$ cat src/rtl/ber_test_sequencer.sv
// ber_test_sequencer: start/align/measure/done controller for a PRBS-10 FSO BER run.
// Optional feature macro BER_ERROR_INJECT_EN adds i_InjectError to invert chosen bits.
module ber_test_sequencer #(
  parameter int CLK_HZ       = 16000000,
  parameter int BPS          = 1000,
  parameter int SAMPLE_PHASE = (CLK_HZ / BPS) / 2,
  parameter int MAX_DELAY    = 7,
  parameter int LOCK_BITS    = 32,
  parameter int PRBS_LEN     = 1023
) (
  input  logic        CLK,
  input  logic        i_Reset,
  input  logic        i_Start,
  input  logic        i_ReceivedSignal,
`ifdef BER_ERROR_INJECT_EN
  input  logic        i_InjectError,
`endif
  output logic        o_PRBS,
  output logic        o_BitTick,
  output logic        o_Busy,
  output logic        o_Done,
  output logic        o_Locked,
  output logic [2:0]  o_Delay,
  output logic [13:0] o_ErrorCount,
  output logic [13:0] o_BitCount,
  output logic [1:0]  o_State
);

  localparam int P  = CLK_HZ / BPS;
  localparam int TW = (P > 1) ? $clog2(P) : 1;
  localparam int SW = $clog2(LOCK_BITS + 1);

  localparam logic [TW-1:0] T_LAST = TW'(P - 1);
  localparam logic [TW-1:0] T_SAMP = TW'(SAMPLE_PHASE);
  localparam logic [2:0]    D_LAST = 3'(MAX_DELAY);
  localparam logic [SW-1:0] S_LAST = SW'(LOCK_BITS - 1);
  localparam logic [13:0]   B_LAST = 14'(PRBS_LEN - 1);
  localparam logic [13:0]   E_MAX  = 14'h3fff;

  typedef enum logic [1:0] {
    IDLE    = 2'd0,
    ALIGN   = 2'd1,
    MEASURE = 2'd2,
    DONE    = 2'd3
  } state_t;

  state_t           state;
  logic [TW-1:0]    timer;
  logic [9:0]       lfsr;
  logic [MAX_DELAY:0] hist;
  logic [SW-1:0]    streak;
  logic             rx_meta;
  logic             rx_sync;
  logic             inv;

  logic busy;
  logic tick;
  logic sample;
  logic ref_bit;
  logic match;
  logic go;

  assign busy    = (state == ALIGN) || (state == MEASURE);
  assign tick    = busy && (timer == '0);
  assign sample  = busy && (timer == T_SAMP);
  assign ref_bit = hist[o_Delay];
  assign match   = (rx_sync == ref_bit);
  assign go      = i_Start && ((state == IDLE) || (state == DONE));

  assign o_PRBS    = lfsr[9] ^ inv;
  assign o_BitTick = tick;
  assign o_Busy    = busy;
  assign o_Done    = (state == DONE);
  assign o_State   = state;

  // Two-flop synchroniser for the asynchronous receiver comparator
  always_ff @(posedge CLK) begin
    if (i_Reset) begin
      rx_meta <= 1'b0;
      rx_sync <= 1'b0;
    end else begin
      rx_meta <= i_ReceivedSignal;
      rx_sync <= rx_meta;
    end
  end

`ifdef BER_ERROR_INJECT_EN
  // Latch an inversion request for the bit period that starts on this tick
  always_ff @(posedge CLK) begin
    if (i_Reset || go) begin
      inv <= 1'b0;
    end else if (tick) begin
      inv <= (state == MEASURE) && i_InjectError;
    end
  end
`else
  assign inv = 1'b0;
`endif

  // Bit-period timer, runs only during a run so DONE freezes the line
  always_ff @(posedge CLK) begin
    if (i_Reset || !busy || (timer == T_LAST)) begin
      timer <= '0;
    end else begin
      timer <= timer + 1'b1;
    end
  end

  // PRBS-10 generator and history of true transmitted bits
  always_ff @(posedge CLK) begin
    if (i_Reset || go) begin
      lfsr <= 10'b0000000001;
      hist <= '0;
    end else if (tick) begin
      lfsr <= {lfsr[8:0], lfsr[6] ^ lfsr[9]};
      hist <= {hist[MAX_DELAY-1:0], lfsr[8]};
    end
  end

  // Run controller: delay search, lock, error counting
  always_ff @(posedge CLK) begin
    if (i_Reset) begin
      state        <= IDLE;
      streak       <= '0;
      o_Delay      <= '0;
      o_Locked     <= 1'b0;
      o_BitCount   <= '0;
      o_ErrorCount <= '0;
    end else begin
      unique case (state)
        IDLE, DONE: begin
          if (i_Start) begin
            state        <= ALIGN;
            streak       <= '0;
            o_Delay      <= '0;
            o_Locked     <= 1'b0;
            o_BitCount   <= '0;
            o_ErrorCount <= '0;
          end
        end
        ALIGN: begin
          if (sample) begin
            if (match) begin
              if (streak == S_LAST) begin
                state        <= MEASURE;
                streak       <= '0;
                o_Locked     <= 1'b1;
                o_BitCount   <= '0;
                o_ErrorCount <= '0;
              end else begin
                streak <= streak + 1'b1;
              end
            end else begin
              streak <= '0;
              if (o_Delay == D_LAST) begin
                state <= DONE;
              end else begin
                o_Delay <= o_Delay + 1'b1;
              end
            end
          end
        end
        MEASURE: begin
          if (sample) begin
            o_BitCount <= o_BitCount + 1'b1;
            if (!match && (o_ErrorCount != E_MAX)) begin
              o_ErrorCount <= o_ErrorCount + 1'b1;
            end
            if (o_BitCount == B_LAST) begin
              state <= DONE;
            end
          end
        end
        default: state <= IDLE;
      endcase
    end
  end

endmodule

$ cat config.mk
export PLATFORM = sky130hd
export DESIGN_NAME = ber_test_sequencer
export DESIGN_NICKNAME = d
export VERILOG_FILES = /design/src/rtl/ber_test_sequencer.sv
export SDC_FILE = /design/constraint.sdc
export NUM_CORES = 1
export LEC_CHECK = 0
export CORE_ASPECT_RATIO = 1.25
export CORE_MARGIN = 2
export CORE_UTILIZATION = 32
export DETAILED_ROUTE_END_ITERATION = 8
export PLACE_DENSITY = 0.56
export SLEW_MARGIN = 40
export SYNTH_ARGS = -nofsm -noshare
export SYNTH_HDL_FRONTEND = slang
export SYNTH_SLANG_ARGS = --single-unit
$ cat constraint.sdc
create_clock -name CLK -period 3.5 [get_ports CLK]
set_input_delay 0.525 -clock CLK [delete_from_list [all_inputs] [get_ports CLK]]
set_output_delay 0.525 -clock CLK [all_outputs]
set_load 0.01 [all_outputs]
Word level (Yosys, flattened, before mapping)

Index checks and enable logic that the tools add are counted.

Output and inout bits: 38
Word-level logic and storage cells: 94
Bits in registers: 74
Input bits: 4

Add/subtract/negate cells: 5
Eq/ne operators: 21
Magnitude comparators: 1
Reductions and logical operators: 21
Bitwise gates (word level): 1
Muxes and demuxes: 34

Operators with widths:

| operator                | count |
|---|---|
| $mux W14                | 7 |
| $pmux W14 S3            | 2 |
| $add A14 B1 Y14 const B | 3 |
| $mux W6                 | 4 |
| $reduce_and A5 Y1       | 3 |
| $eq A14 B10 Y1 const B  | 1 |
| $eq A14 B13 Y1 const B  | 1 |
| $eq A14 B14 Y1 const B  | 1 |
| $logic_not A14 Y1       | 1 |
| $mux W2                 | 7 |
| $ne A14 B14 Y1 const B  | 1 |
| $mux W3                 | 4 |
| $ne A2 B2 Y1 const B    | 6 |
| $pmux W6 S2             | 1 |
| $reduce_and A6 Y1       | 2 |
| $add A6 B1 Y6 const B   | 1 |
| $eq A6 B5 Y1 const B    | 1 |
| $ne A2 B1 Y1 const B    | 3 |
| $ne A3 B2 Y1 const B    | 2 |
| $pmux W2 S3             | 1 |
| $pmux W3 S2             | 1 |
| $logic_or A1 B1 Y1      | 5 |
| $mux W1                 | 5 |
| $eq A2 B2 Y1 const B    | 2 |
| other kinds (14)        | 18 |

Longest topological paths before layout

Gate-level depths: netlist of the first run.

Depth in word-level cells: 8
Gate-level depth with buffers: 11
Depth with buffers taken out: 8

Least setup slack after synthesis of the first run

OpenSTA, ideal clock, no wires.

Kind: flip-flop to flip-flop
From: register state[0] (netlist: o_State[0])
To: register o_BitCount[3]
Slack: 910 ps
Data required time: 3430 ps
Data arrival time: 2520 ps
Setup time: 70 ps
Clock period less this slack: 2590 ps
Buffers on the path: 2
Cell stages (with the launch flop): 11
Path through: dfxtp_1 -> inv_1 -> ha_1 -> nor4b_2 -> and4_1 -> buf_2 -> o21ai_2 -> a31o_1 -> buf_6 -> or4_1 -> a21oi_1

Cells in the longest elaborated chain, start to end: 5
Elaborated cells between the ends (all ways): 14
Those cells by class: 8 x eq/ne; 1 x mux; 5 x reduce/logical

RTL lines:

| what                                         | RTL line | text |
|---|---|---|
| start: declaration                           | 47       | `state_t state;` |
| start signal: assignment                     | 123      | `state <= IDLE;` |
| start signal: assignment                     | 133      | `state <= ALIGN;` |
| start signal: assignment                     | 145      | `state <= MEASURE;` |
| $eq A2 B1 Y1 or $eq A2 B2 Y1 (tied branches) | 63, 130  |  |
| $logic_or A1 B1 Y1                           | 63       | `assign busy = (state == ALIGN) \|\| (state == MEASURE);` |
| $logic_and A1 B1 Y1                          | 65       | `assign sample = busy && (timer == T_SAMP);` |
| $ne A2 B2 Y1 (no source line)                | n/a      |  |
| $reduce_and A5 Y1 (no source line)           | n/a      |  |
| end signal: assignment                       | 165      | `o_BitCount <= o_BitCount + 1'b1;` |
| end: declaration                             | 25       | `output logic [13:0] o_BitCount,` |

Parallel ways exist; a longest one is shown, timed or not.
A chain may end at the register's enable or synchronous reset.

Worst setup path in the final report of the first run

From: register state[0] (netlist: o_State[0])
To: output port o_BitTick

Cells in the longest elaborated chain, start to end: 3
Elaborated cells between the ends (all ways): 4
Those cells by class: 2 x eq/ne; 2 x reduce/logical

RTL lines:

| what                                         | RTL line | text |
|---|---|---|
| $eq A2 B1 Y1 or $eq A2 B2 Y1 (tied branches) | 63       |  |
| $logic_or A1 B1 Y1 (*)                       | 63       |  |
| $logic_and A1 B1 Y1 (*)                      | 64       | `assign tick = busy && (timer == '0);` |
| end: declaration                             | 19       | `output logic o_BitTick,` |

Every way passes the cells marked *; elsewhere a longest branch is shown, timed or not.

==> impl_metrics.yaml, run 1 <==
outcome:
  run_status: "complete, no violations"
sta:
  hold_slack_ns: 0.440
  sum_of_negative_setup_slack_ns: 0
  drv_slew: 0
  final_min_period_over_clock_period: 0.888
  hold_viol: 0
  final_setup_skew_ns: 0.00777
  relSlewSlack: 0.475
  setup_viol: 0
  rsz0062_at_grt: "false"
  worst_pin_slew_ns: 0.777
  finalCriticalPeriod_ns: 3.11
  max_freq_mhz: 322
yosys:
  synth_async_sr_flop_share: 0
  ys_seq_elements: 73
  synth_top_family_by_area: "simple AND/OR/NAND/NOR gates"
  library_cell_with_the_largest_summed_area_after_synthesis: "sky130_fd_sc_hd__dfxtp_1"
  syn_nets: 479
  compound_cell_area_share_of_the_yosys_netlist: 0.223
  synth.top_cells.by_count: "sky130_fd_sc_hd__dfxtp_1 (73), sky130_fd_sc_hd__nand2_1 (57), sky130_fd_sc_hd__a21oi_1 (44), sky130_fd_sc_hd__nor2_1 (43), sky130_fd_sc_hd__inv_1 (20)"
  ys_top_cells_by_area: "sky130_fd_sc_hd__dfxtp_1 (39%), sky130_fd_sc_hd__a21oi_1 (5.9%), sky130_fd_sc_hd__nand2_1 (5.7%), sky130_fd_sc_hd__nor2_1 (4.3%), sky130_fd_sc_hd__ha_1 (3.7%)"
  synthesis.area_um2: 3750
  post-synth-top-area-fraction: 0.390
  syn_avg_cell_area_um2: 8.08
  synth_cell_types: 55
  synthMostInstantiatedCell: "sky130_fd_sc_hd__dfxtp_1"
  seq_total_area_yosys: 0.390
  syn_inst: 464
  ys_dominant_reg_cell: "sky130_fd_sc_hd__dfxtp_1"
  synthAdderAreaFrac: 0.0367
  synthMuxAreaShare: 0.0147
  synth_simple_gate_area_frac: 0.255
  synth_xor_xnor_area_share: 0.0327
  synth-edff-count: 0
  synthesis.yosys.warnings: 0
worst_setup_path:
  worstReg2RegEnd: "o_BitCount[4]"
  critPathMaxFanout: 16
  startpoint: "o_State[0]"
  worst_r2r_startpoint: "o_State[0]"
  crit_required_ns: 2.97
  worst-path-buf-inv: 4
  cell_type_with_the_highest_occurrence_count_on_the_critical_path: "sky130_fd_sc_hd__inv_1"
  critical_path.endpoint_type: "output port"
  worst-r2r-setup-slack_ns: 0.54
  worstRegToRegCells: 8
  critical-path-slowest-cell: "sky130_fd_sc_hd__clkdlybuf4s50_1"
  worst-setup-path-type: "flop to output port"
  cp_slowest_stage_delay_ns: 0.56
  crit_arrival_ns: 2.58
  timing.critical_path.max_delay_family: "buffers and inverters"
  path_cells: "inv_1 -> ha_1 -> nor4b_2 -> nand4_1 -> inv_1 -> buf_4 -> clkdlybuf4s50_1"
  worst_setup_path_start_kind: "flop"
global_route:
  globalRoute.totalOverflow: 0
  grt_pass1_wl_mm: 16.3
  grtUsageTotal: 0.159
  largest_net_degree_at_the_start_of_global_routing: 37
  grt_antenna_before_repair: 0
  number_of_global_route_vias_before_repair: 3350
min_path:
  instance_count_along_the_most_critical_hold_path: 1
  worstHoldPathType: "flop to flop"
  holdCritStartpoint: "rx_meta"
  worst_hold_path.endpoint: "rx_sync"
clocking:
  root_buffer: "sky130_fd_sc_hd__clkbuf_16"
  ctsLongestPathBuffers: 2
  number_of_buffers_created_by_cts: 9
  cts_tree: "done"
  clkSlewWorstSetupHoldPaths_ns: 0.05
  cts_post_setup_buffers_inserted: 0
  clk_latency_ns: 0.34
  cts-resized-gates: 0
  number_of_clock_sinks_seen_by_cts: 73
  htree_levels: 3
  cts_hold_buffers: 0
floorplan:
  die-height_um: 125
  ioPinCount: 42
  die_area_um2: 12600
  core_region_area_um2: 11500
  row_count: 44
  initial_core_util: 0.326
  die_x_um: 101
detailed_routing:
  vias: 3542
  wirelength_mm: 9.66
  drt-initial-drc-count: 186
  drt_pre_antenna_iters: 5
  vias_per_cell: 5.50
  drt_drc_violations_left: 0
  antenna_left: 0
  route.detailed.wl_per_inst_um: 15.0
placed_design:
  hpwlAfterDp_mm: 6.59
  gp_congestion: 0.778
  port_buffers: 41
cells_and_area:
  design.final.nets: 517
  antennaDiodeCount: 0
  drive_above_1_share: 0.0652
  area.growth.synth_to_final_pct: 22.8
pwr:
  power_frac_seq: 0.310
  p_switching_w: 0.00110
  power.density_nw_per_um2: 638
  power_report.internal_total_w: 0.00184
  p_leak_nw: 1.54
  power_switching_share: 0.375
  share_clk_of_total_power: 0.329
  power.combinational.fraction: 0.361
  worst_ir_drop_vdd_mv: 0.320
flow_run:
  max_cap_violations: 0
metrics by stage:
stage	instances	util	worst slack [ns]	total power, W	cell area, um2
floorplan	464	-	0.910	0.00165	3750
global placement	629	0.373	0.700	0.00197	4300
detailed placement	629	0.373	0.541	0.00199	4300
CTS	644	0.400	0.385	0.00297	4600
global route	644	0.400	0.205	0.00313	4600
finish	644	0.400	0.393	0.00294	4600
worst max path at each step:
| stage | to | depth (start not counted) |
|---|---|---|
| 2_1_floorplan | o_BitCount[3] | 10 |
| 3_3_place_gp | o_BitCount[4] | 8 |
| 3_5_place_dp | o_BitCount[4] | 8 |
| 4_1_cts | o_BitTick | 7 |
| 5_1_grt | o_BitTick | 7 |
| 6_report | o_BitTick | 7 |
power by group through the flow:
| stage | Combinational, W | Clock [W] | Sequential [W] |
|---|---|---|---|
| global placement | 0.00105 | 0 | 0.000925 |
| floorplan | 0.000724 | 0 | 0.000927 |
| CTS | 0.00106 | 0.000992 | 0.000910 |
| detailed placement | 0.00106 | 0 | 0.000928 |
| finish | 0.00106 | 0.000966 | 0.000910 |
| global route | 0.00119 | 0.00103 | 0.000917 |
kinds of logic (layout without fill, tap and decap cells):
logic type      Yosys count  after routing
fa+ha+maj                11             11
xor+xnor                 14             14
flops                    73             73
mux                       5              5
compound gates          126            126
buf+inv                  43             85
simple gates            192            192
cells in the final DEF, fill, tap and decap left out, types with 5 or more instances in the layout:
master | Yosys | final
sky130_fd_sc_hd__dfxtp_1 | 73 | 73
sky130_fd_sc_hd__nand2_1 | 57 | 57
sky130_fd_sc_hd__a21oi_1 | 44 | 44
sky130_fd_sc_hd__nor2_1 | 43 | 43
sky130_fd_sc_hd__clkdlybuf4s50_1 | 0 | 41
sky130_fd_sc_hd__inv_1 | 20 | 20
sky130_fd_sc_hd__nand3_1 | 19 | 19
sky130_fd_sc_hd__nand4_1 | 18 | 18
sky130_fd_sc_hd__o21ai_0 | 17 | 17
sky130_fd_sc_hd__a31oi_1 | 12 | 12
sky130_fd_sc_hd__ha_1 | 11 | 11
sky130_fd_sc_hd__and3_1 | 10 | 10
sky130_fd_sc_hd__a311oi_1 | 10 | 10
sky130_fd_sc_hd__xor2_1 | 9 | 9
sky130_fd_sc_hd__a211oi_1 | 9 | 9
sky130_fd_sc_hd__clkbuf_16 | 0 | 9
sky130_fd_sc_hd__buf_4 | 0 | 9
sky130_fd_sc_hd__nor3_1 | 7 | 7
sky130_fd_sc_hd__nor2b_1 | 6 | 6
sky130_fd_sc_hd__nand2b_1 | 5 | 5
sky130_fd_sc_hd__or4_1 | 5 | 5
sky130_fd_sc_hd__xnor2_1 | 5 | 5
metal layers:
| layer | global-route usage | share of wire | vias up | routed length [um] |
|---|---|---|---|---|
| met5 | 0 | 0 | - | 0 |
| met4 | 0.0532 | 0.011 | 0 | 104 |
| met3 | 0.0442 | 0.042 | 9 | 401 |
| met2 | 0.260 | 0.50 | 47 | 4810 |
| met1 | 0.201 | 0.45 | 1708 | 4340 |
| li1 | - | - | 1778 | - |
flip-flops by register name (all words and copies together) (netlist names):
signal and flops:
o_Delay 3, o_State 2, timer 14, hist 8
lfsr 9, streak 6, o_ErrorCount 14, o_BitCount 14
o_Locked 1, rx_sync 1, rx_meta 1
cell type report:
type / instances / area, um2
flip-flops and latches: 73 / 1460
multi-input cells: 348 / 2110
repair buffers: 50 / 478
clock buffers: 9 / 225
fillers: 1167 / 6900
well taps: 138 / 173
clock inverters: 6 / 83.8
inverters: 20 / 75.1
No activity file was read; power rests on OpenSTA's default activity.
==> run 2, diff against run 1 <==
--- a/config.mk
+++ b/config.mk
@@ -8,8 +8,10 @@
 export CORE_ASPECT_RATIO = 1.25
 export CORE_MARGIN = 2
 export CORE_UTILIZATION = 32
+export CTS_BUF_LIST = sky130_fd_sc_hd__clkbuf_8
 export DETAILED_ROUTE_END_ITERATION = 8
 export PLACE_DENSITY = 0.56
+export SKIP_LAST_GASP = 1
 export SLEW_MARGIN = 40
 export SYNTH_ARGS = -nofsm -noshare
 export SYNTH_HDL_FRONTEND = slang
==> constraint.sdc (replaced) <==
create_clock -name CLK -period 3.19 [get_ports CLK]
set_input_delay 0.4785 -clock CLK [delete_from_list [all_inputs] [get_ports CLK]]
set_output_delay 0.4785 -clock CLK [all_outputs]
set_load 0.01 [all_outputs]
==> impl_metrics.yaml, run 2 (synthesis results as in run 1) <==
min_path:
  holdCritStartpoint: "rx_meta"
  worstHoldPathType: "flop to flop"
worst_setup_path:
  cp_slowest_stage_delay_ns: 0.54
  crit_required_ns: 2.71
  worst_setup_path_start_kind: "flop"
  worst-setup-path-type: "flop to output port"
  cell_type_with_the_highest_occurrence_count_on_the_critical_path: "sky130_fd_sc_hd__inv_1"
  path_cells: "inv_1 -> ha_1 -> nor4b_2 -> nand4_1 -> inv_1 -> clkdlybuf4s50_1"
  critPathMaxFanout: 7
  crit_arrival_ns: 2.45
  worst-path-buf-inv: 3
  worst_r2r_startpoint: "o_State[0]"
  startpoint: "o_State[0]"
  timing.critical_path.max_delay_family: "buffers and inverters"
  critical_path.endpoint_type: "output port"
  critical-path-slowest-cell: "sky130_fd_sc_hd__clkdlybuf4s50_1"
detailed_routing:
  antenna_left: 0
  drt-initial-drc-count: 168
  route.detailed.wl_per_inst_um: 15.0
  drt_drc_violations_left: 0
  vias_per_cell: 5.54
  drt_pre_antenna_iters: 4
  vias: 3587
  wirelength_mm: 9.69
placed_design:
  hpwlAfterDp_mm: 6.79
  post-place-cells: 631
  gp_congestion: 0.776
  post-place-ws_ns: 0.323
  port_buffers: 41
floorplan:
  row_count: 44
  initial_core_util: 0.326
  die_x_um: 101
  core_region_area_um2: 11500
  die_area_um2: 12600
  die-height_um: 125
  ioPinCount: 42
cells_and_area:
  layout_commonest_cell: "sky130_fd_sc_hd__dfxtp_1"
  layoutNonFillerInstCount: 647
  antennaDiodeCount: 0
  filler_cell_count: 1177
  area.growth.synth_to_final_pct: 20.7
  reg_top3: "o_BitCount: 14 flops, o_ErrorCount: 14 flops, timer: 14 flops"
  design.final.nets: 519
  final_cell_mix: "sky130_fd_sc_hd__dfxtp_1 (73), sky130_fd_sc_hd__nand2_1 (57), sky130_fd_sc_hd__nor2_1 (43), sky130_fd_sc_hd__a21oi_1 (43), sky130_fd_sc_hd__clkdlybuf4s50_1 (41)"
  drive_above_1_share: 0.0747
pwr:
  p_switching_w: 0.00123
  power_frac_seq: 0.337
  worst_ir_drop_vdd_mv: 0.264
  power.combinational.fraction: 0.410
  power_switching_share: 0.415
  power.density_nw_per_um2: 654
  p_leak_nw: 1.50
  power_report.internal_total_w: 0.00173
  share_clk_of_total_power: 0.253
clocking:
  cts-resized-gates: 0
  cts_tree: "done"
  clk_latency_ns: 0.36
  cts_hold_buffers: 0
  htree_levels: 3
  clkSlewWorstSetupHoldPaths_ns: 0.08
  number_of_clock_sinks_seen_by_cts: 73
  cts_post_setup_buffers_inserted: 0
  number_of_buffers_created_by_cts: 9
  root_buffer: "sky130_fd_sc_hd__clkbuf_8"
  ctsLongestPathBuffers: 2
global_route:
  grtUsageTotal: 0.155
  largest_net_degree_at_the_start_of_global_routing: 37
  number_of_global_route_vias_before_repair: 3295
  globalRoute.totalOverflow: 0
  grt_pass1_wl_mm: 15.8
  grt_antenna_before_repair: 0
sta:
  hold_viol: 0
  rsz0062_at_grt: "false"
  max_freq_mhz: 342
  drv_slew: 0
  setup_slack_ns: 0.265
  sum_of_negative_setup_slack_ns: 0
  worst_pin_slew_ns: 0.664
  final_min_period_over_clock_period: 0.917
  finalCriticalPeriod_ns: 2.93
  relSlewSlack: 0.554
  setup_viol: 0
  final_setup_skew_ns: 0.0108
flow_run:
  max_cap_violations: 0
outcome:
  run_status: "complete, no violations"
[run 2: cell type report]
type,count,area (um2),share of cell area
inverters,20,75.1,0.0166
well taps,138,173,0.0382
flip-flops and latches,73,1460,0.323
repair buffers,52,493,0.109
clock buffers,9,124,0.0274
multi-input cells,348,2120,0.468
clock inverters,7,80.1,0.0177
[run 2: final timing paths]
path                   endpoint  slack (ns)  depth (start not counted)
setup / recovery      o_BitTick        0.26                          6
hold / removal          rx_sync        0.43                          1
setup reg to reg  o_BitCount[3]        0.28                          8
hold reg to reg         rx_sync        0.43                          1
[run 2: power by group through the flow]
stage / Clock (W) / Combinational [W] / Sequential (W)
3_3_place_gp: 0 / 0.00120 / 0.00102
2_1_floorplan: 0 / 0.000794 / 0.00102
4_1_cts: 0.000769 / 0.00121 / 0.000998
5_1_grt: 0.000810 / 0.00134 / 0.00101
3_5_place_dp: 0 / 0.00120 / 0.00102
6_report: 0.000748 / 0.00122 / 0.000998
[run 2: metrics by stage]
stage                     hold slack, ns  total power, W  cell area [um2]   util
after CTS                          0.445         0.00297             4520  0.393
final                              0.435         0.00296             4530  0.393
after global routing               0.468         0.00316             4530  0.393
after floorplan                    0.414         0.00181             3750      -
after global placement             0.424         0.00221             4310  0.375
after detailed placement           0.434         0.00222             4310  0.375
[run 2: routing by layer]
metal  GRT usage  share of wire  vias up
met2       0.259           0.49       59
met4      0.0532          0.015        0
met1       0.192           0.45     1735
met3      0.0402          0.041       11
li1            -              -     1782
met5           0              0        -
==> run 3, diff against run 2 <==
--- a/config.mk
+++ b/config.mk
@@ -5,6 +5,7 @@
 export SDC_FILE = /design/constraint.sdc
 export NUM_CORES = 1
 export LEC_CHECK = 0
+export ABC_CLOCK_PERIOD_IN_PS = 3190
 export CORE_ASPECT_RATIO = 1.25
 export CORE_MARGIN = 2
 export CORE_UTILIZATION = 32
==> results of run 3 <==
No change in the layout: final DEF, timing and power equal those of run 2.
